### src/rtl/line_buffer_ctrl.sv
// line_buffer_ctrl: sequences column reads into a KxK line buffer and flags
// each cycle in which the line buffer's output holds a fresh window.
module line_buffer_ctrl #(
    parameter int unsigned KER_SIZE = 5,
    parameter int unsigned IMG_W    = 32,
    parameter int unsigned IMG_H    = 32,
    parameter int unsigned AW       = 8
) (
    input  logic          clk,
    input  logic          rstn,
    input  logic          start,
    input  logic          stall,
    output logic          rd_en,
    output logic [AW-1:0] rd_col,
    output logic [AW-1:0] rd_row,
    output logic [2:0]    col_ptr,
    output logic [2:0]    init_col_ptr,
    output logic          win_valid,
    output logic [AW-1:0] win_col,
    output logic [AW-1:0] win_row,
    output logic          busy,
    output logic          done
);

    localparam logic [1:0] S_IDLE  = 2'd0;
    localparam logic [1:0] S_RUN   = 2'd1;
    localparam logic [1:0] S_DRAIN = 2'd2;

    localparam logic [AW-1:0] LAST_COL = AW'(IMG_W - 1);
    localparam logic [AW-1:0] LAST_ROW = AW'(IMG_H - KER_SIZE);
    localparam logic [AW-1:0] KM1_A    = AW'(KER_SIZE - 1);
    localparam logic [2:0]    KM1_P    = 3'(KER_SIZE - 1);

    logic [1:0]    r_state;
    logic [1:0]    w_state_nxt;
    logic          w_done_nxt;
    logic          w_issue;
    logic          w_last_issue;
    logic          w_accept;
    logic          w_win_issue;

    logic [AW-1:0] r_col;
    logic [AW-1:0] r_row;
    logic [2:0]    r_cmod;
    logic [2:0]    r_col_ptr;
    logic [2:0]    r_init_col_ptr;
    logic          r_v1;
    logic [AW-1:0] r_wcol1;
    logic [AW-1:0] r_wrow1;
    logic          r_win_valid;
    logic [AW-1:0] r_win_col;
    logic [AW-1:0] r_win_row;
    logic          r_busy;
    logic          r_done;

    // A start landing on the done cycle is dropped; the next cycle is accepted.
    assign w_accept     = (r_state == S_IDLE) && start && !r_done;
    assign w_issue      = (r_state == S_RUN) && !stall;
    assign w_last_issue = w_issue && (r_col == LAST_COL) && (r_row == LAST_ROW);
    assign w_win_issue  = w_issue && (r_col >= KM1_A);

    // State register.
    always_ff @(posedge clk or negedge rstn) begin
        if (!rstn) begin
            r_state <= S_IDLE;
        end else begin
            r_state <= w_state_nxt;
        end
    end

    // Next state; DRAIN ends once the final window has left the pipeline stage.
    always_comb begin
        w_state_nxt = r_state;
        w_done_nxt  = 1'b0;
        case (r_state)
            S_IDLE: begin
                if (w_accept) begin
                    w_state_nxt = S_RUN;
                end
            end
            S_RUN: begin
                if (w_last_issue) begin
                    w_state_nxt = S_DRAIN;
                end
            end
            S_DRAIN: begin
                if (!r_v1) begin
                    w_state_nxt = S_IDLE;
                    w_done_nxt  = 1'b1;
                end
            end
            default: begin
                w_state_nxt = S_IDLE;
            end
        endcase
    end

    // Raster counters; they hold on stall and after the final issue.
    always_ff @(posedge clk or negedge rstn) begin
        if (!rstn) begin
            r_col  <= '0;
            r_row  <= '0;
            r_cmod <= '0;
        end else if (w_accept) begin
            r_col  <= '0;
            r_row  <= '0;
            r_cmod <= '0;
        end else if (w_issue && !w_last_issue) begin
            if (r_col == LAST_COL) begin
                r_col  <= '0;
                r_cmod <= '0;
                r_row  <= r_row + AW'(1);
            end else begin
                r_col  <= r_col + AW'(1);
                r_cmod <= (r_cmod == KM1_P) ? 3'd0 : r_cmod + 3'd1;
            end
        end
    end

    // Data stage: slot pointers follow the read data by one cycle and hold between issues.
    always_ff @(posedge clk or negedge rstn) begin
        if (!rstn) begin
            r_col_ptr      <= '0;
            r_init_col_ptr <= '0;
            r_v1           <= 1'b0;
            r_wcol1        <= '0;
            r_wrow1        <= '0;
        end else begin
            r_v1 <= w_win_issue;
            if (w_issue) begin
                r_col_ptr      <= r_cmod;
                r_init_col_ptr <= (r_col >= KM1_A) ? KM1_P : 3'(r_col);
            end
            if (w_win_issue) begin
                r_wcol1 <= r_col - KM1_A;
                r_wrow1 <= r_row;
            end
        end
    end

    // Window stage: coordinates hold whenever no new window is presented.
    always_ff @(posedge clk or negedge rstn) begin
        if (!rstn) begin
            r_win_valid <= 1'b0;
            r_win_col   <= '0;
            r_win_row   <= '0;
        end else begin
            r_win_valid <= r_v1;
            if (r_v1) begin
                r_win_col <= r_wcol1;
                r_win_row <= r_wrow1;
            end
        end
    end

    // Job status flags.
    always_ff @(posedge clk or negedge rstn) begin
        if (!rstn) begin
            r_busy <= 1'b0;
            r_done <= 1'b0;
        end else begin
            r_busy <= (w_state_nxt != S_IDLE);
            r_done <= w_done_nxt;
        end
    end

    // rd_en must react to stall in the same cycle, so it is a decode of state and stall.
    assign rd_en        = w_issue;
    assign rd_col       = r_col;
    assign rd_row       = r_row;
    assign col_ptr      = r_col_ptr;
    assign init_col_ptr = r_init_col_ptr;
    assign win_valid    = r_win_valid;
    assign win_col      = r_win_col;
    assign win_row      = r_win_row;
    assign busy         = r_busy;
    assign done         = r_done;

endmodule

### config.mk
export PLATFORM = sky130hd
export DESIGN_NAME = line_buffer_ctrl
export DESIGN_NICKNAME = d
export VERILOG_FILES = /design/src/rtl/line_buffer_ctrl.sv
export SDC_FILE = /design/constraint.sdc
export NUM_CORES = 1
export LEC_CHECK = 0
export ABC_AREA = 1
export BUFFER_PORTS_ARGS = -buffer_cell sky130_fd_sc_hd__buf_2
export CAP_MARGIN = 20
export CORE_MARGIN = 2
export CORE_UTILIZATION = 36
export CTS_BUF_LIST = sky130_fd_sc_hd__clkbuf_2 sky130_fd_sc_hd__clkbuf_4 sky130_fd_sc_hd__clkbuf_8
export CTS_CLUSTER_SIZE = 40
export DETAILED_ROUTE_END_ITERATION = 8
export PLACE_DENSITY = 0.65
export SLEW_MARGIN = 20
export SYNTH_ARGS = -nofsm -noshare
export SYNTH_HDL_FRONTEND = slang
export SYNTH_SLANG_ARGS = --single-unit
### constraint.sdc
create_clock -name clk -period 1.9 [get_ports clk]
set_input_delay 0.38 -clock clk [delete_from_list [all_inputs] [get_ports clk]]
set_output_delay 0.38 -clock clk [all_outputs]
set_load 0.02 [all_outputs]
# Word-level counts from Yosys, hierarchy flattened
# Cells that the tools add are included.
# op_classes
reduce_logical,15
addsub,4
order_cmp,1
mux,17
n_eq_ne,5
# ops
op,n
$mux 8,6
$add 8x1->8 const B,2
$eq 8x5->1 const B,2
$mux 3,5
$ge 8x3->1 const B,1
$sub 8x3->8 const B,1
$logic_and 1x1->1,7
$mux 2,3
$pmux 2 s3,1
$reduce_bool 2->1,3
$add 3x1->3 const B,1
$eq 3x3->1 const B,1
$logic_not 1->1,3
$eq 2x1->1 const B,1
$eq 2x2->1 const B,1
$logic_not 2->1,1
$mux 1,2
$reduce_and 2->1,1
# totals
elab_cells,56
out_inout_bits,42
in_bits,4
reg_bits,63

# Longest topological paths before layout
# logic_depth
word_depth,8
ltp_mapped,11

# Worst setup path before layout
# OpenSTA, ideal clock, no wires.
# synth_timing
kind,register -> register
from,register r_col[2] (netlist: rd_col[2])
to,register r_wrow1[1]
required_time_ps,1782
stages_incl_launch_ff,11
arrival_time_ps,1603
n_path_buf,2
period_less_slack_ps,1721
slack_ps,179
setup_time_ps,118
cell_sequence,dfrtp_1 -> inv_1 -> ha_1 -> nand2_1 -> nor2_1 -> nand3_2 -> nand2_1 -> buf_4 -> buf_6 -> nand2_1 -> nand2_1
# synth_between
elab_chain_len,2
# synth_lines
item,line_no,source
start: declaration,42,logic [AW-1:0] r_col;
start signal: assignment,114,r_col <= r_col + AW'(1);
$ge 8x3->1,60,assign w_win_issue = w_issue && (r_col >= KM1_A);
$logic_and 1x1->1,60,
end signal: assignment,136,r_wrow1 <= r_row;
end: declaration,49,logic [AW-1:0] r_wrow1;
# No other way between the ends.
# A chain may end at the register's enable or synchronous reset.

# Worst setup path in the final report
# layout_timing
from,register r_state[1]
to,output rd_en
# layout_between
elab_chain_len,2
# layout_lines
item,line_no,source
start: declaration,34,logic [1:0] r_state;
start signal: assignment,67,r_state <= w_state_nxt;
$eq 2x1->1,58,assign w_issue = (r_state == S_RUN) && !stall;
$logic_and 1x1->1,58,
end: declaration,13,"output logic rd_en,"
# No other way between the ends.

==> metrics.md <==
| Metric | Value |
|---|---|
| Worst reg-to-reg path cell count | 8 |
| Layout cells sized above 1 | 29.3% |
| Avg Inst Size Synth | 9.23 sq um |
| Layout Cells excl Fill | between 500 and 600 |
| Hold Violations, Final | 0 |
| CTS Buf Count | 9 |
| Top_reg_cell synth | dfrtp_1 |
| Dpl cells | between 400 and 500 |
| Leakage | 1.94 nW |
| Setup Viol. Count Final | 0 |
| Most common cell in the synthesized netlist | nand2_1 |
| Total track usage | approximately 16% |
| Clk sinks | 63 |
| Total vias in the final route | 2394 |
| Vias in the first global route | 2444 |
| RD Place Congestion | 0.827 |
| Die width | just under 100 um |
| Post-synth EDFFs | 0 |
| Post-synth cell types | 33 |
| Worst slew pin tran | 471 ps |
| Crit Path Max Fanout | 7 |
| Slowest stage delay, CP | 400 ps |
| List of most frequent post-synthesis cells | 100 x nand2_1, 63 x dfrtp_1, 27 x inv_1 |
| Fmax | around 570 MHz |
| Largest net degree at the start of global routing | 36 |
| Slew HR | 68.6% |
| DR WL/cell | 13.4 um |
| CP Data Arrival Time | between 1000 and 1500 ps |
| Clk_skew | ~8.5 ps |
| CP top delay family | flip-flops |
| Largest cells by area after synthesis | dfrtp_1 50%, nand2_1 12%, mux2_2 5.4%, inv_1 3.2%, ha_1 3.2% |
| Sequential share of the synthesized area | 50.4% |
| Final slew viol count | 0 |
| DP Area | approximately 3500 sq um |
| Longest Clk Path Bufs | 2 |
| Hold WC Path Type | input port to flip-flop |
| Vias/cell | 4.68 |
| Asr flop ratio synth | 100% |
| Die area | 9450 sq um |
| I/O pin count | 46 |
| Slowest-stage cell, CP | dfrtp_1 |
| Sum of negative setup slack | 0 ps |
| Hold depth | 4 |
| Critical Path RT | 1520 ps |
| Initial antenna violation count | 0 |
| Pwr/cell area | 1370 nW/um^2 |
| Total power | 5.17 mW |
| Fin nets | 410 |
| Die Ht | 97.2 um |
| DRT iter0 DRCs | around 190 |
| Worst VDD drop | between 0.4 and 0.5 mV |
| WL final | 6860 um |
| Yosys Warn Count | 0 |
| Critical Path Sink Type | primary output |
| Final core utilization | 43.8% |
| Total grt overflow | 0 |
| Antenna-violating nets left | 0 |
| Post-synthesis register bit count | 63 |
| Core Area | 8590 sq um |
| Row count | 34 |
| WP buf/inv | 2 |
| H-tree levels | 3 |
| First-pass GRT wire length | 12000 um |
| Port buffer count | 45 |
| TritonCTS clock tree | yes |
| Area growth from synthesis to layout | 20.2% |
| # diodes | 0 |
| Clock transition at the registers of the reported paths | around 80 ps |
| RSZ-0062 raised after global routing | no |
| Mapped Cells | 339 |
| Post-synthesis cell area | around 3100 sq um |
| Pre-antenna DRT Iters | 4 |
| Synth top area share | between 50% and 60% |
| Detailed placement HPWL | a little under 5000 um |
| Fin area | about 3800 sq um |
| CP Launch Type | flip-flop |
| Leading area contributor after synthesis | dfrtp_1 |
| Max cap viols | 0 |
| Syn nets | 351 |
| Fin crit share | about 92% |
| Initial Utilization | between 30% and 40% |
| Stages on worst setup path | 4 |
| CP cell instances | inv_1 > nand2_1 > nor2_4 > buf_2 |
| Status | complete, no violations |
| Post-route DRC | 0 |
| Kind of critical path | flip-flop to primary output |
| Fin crit period | 1760 ps |
| CTS root buf | clkbuf_8 |
| Worst-Skew Late Latency | 340 ps |
==> through the flow <==
stage	hold WS [ps]	setup slack, ps
finish	355	145
global route	353	23.9
CTS	365	34.1
detailed placement	258	218
global placement	255	243
floorplan	84.4	179
==> final cells by class <==
class | count | area, sq um
Clock buffer | 9 | 124
Clock inverter | 7 | 97.6
Fill cell | 853 | 4830
Inverter | 30 | 113
Multi-Input combinational cell | 235 | 1370
Sequential cell | 63 | 1580
Tap cell | 108 | 135
Timing Repair Buffer | 59 | 345
==> where the power goes <==
part	switching (mW)	leakage, nW	total, mW	internal (mW)
sequential	0.265	0.823	1.96	1.69
combinational	1.20	1.01	1.93	0.727
clock	0.549	0.105	1.29	0.740
==> registers in the layout, indices dropped and copies added, names as in the netlist, 8 cells and up <==
| signal | cells |
|---|---|
| rd_row | 8 |
| r_wrow1 | 8 |
| win_row | 8 |
| r_wcol1 | 8 |
| rd_col | 8 |
| win_col | 8 |
==> kinds of logic after synthesis <==
| family | count (synthesis) | share of synthesized area, % |
|---|---|---|
| buf+inv | 41 | 5.80 |
| compound gates | 30 | 5.88 |
| xor+xnor | 6 | 1.68 |
| flops | 63 | 50.4 |
| mux | 15 | 5.40 |
| simple gates | 176 | 27.7 |
| fa+ha+maj | 8 | 3.20 |
==> placed cells by master, fill, tap and decap left out, types with 2 or more instances in the layout <==
master / instances
nand4_1: 4
nand2_1: 100
nand3_2: 10
o21ai_0: 6
clkinv_4: 2
buf_4: 12
o31ai_1: 2
inv_2: 3
bufinv_16: 2
nor3_1: 6
dfrtp_1: 63
o21ai_2: 5
inv_1: 27
o21ai_1: 13
buf_2: 45
xnor2_1: 2
a21oi_1: 2
nor2_4: 2
nor3b_1: 2
clkbuf_8: 9
clkinvlp_4: 2
mux2_2: 15
nand2_8: 2
ha_1: 8
nand3_1: 20
xor2_1: 4
nor2_1: 24
==> path summary, 6_finish.rpt <==
check	endpoint	slack, ps	startpoint
worst max-delay path	rd_en	140	r_state[1]
worst min-delay path	col_ptr[2]	350	stall
worst max register to register	rd_col[7]	180	rd_col[3]
worst min register to register	r_wcol1[2]	470	rd_col[2]
max in group asynchronous	r_wrow1[0]	950	rstn
min in group asynchronous	win_col[1]	430	rstn
==> layer usage <==
layer / wire (um) / part of all wire [%] / track usage, %
met3: 360 / 5.2 / 4.75
met1: 3350 / 49 / 21.8
met2: 3090 / 45 / 23.0
met5: 0 / 0 / 0
met4: 62 / 0.90 / 6.84
==> tightest hold or removal path: cells and delay by family <==
kind                   cells  cell delay (ps)
and+or+nand+nor            3              170
buffers and inverters      1              120
==> what timing repair did <==
action | in CTS | in global routing
endpoints found under the setup margin | 0 | 1
resized for setup | 0 | 0
hold endpoints to repair | 8 | 0
buffers inserted | 0 | 4
hold buffers | 1 | 0
No activity file was read; power rests on OpenSTA's default activity.
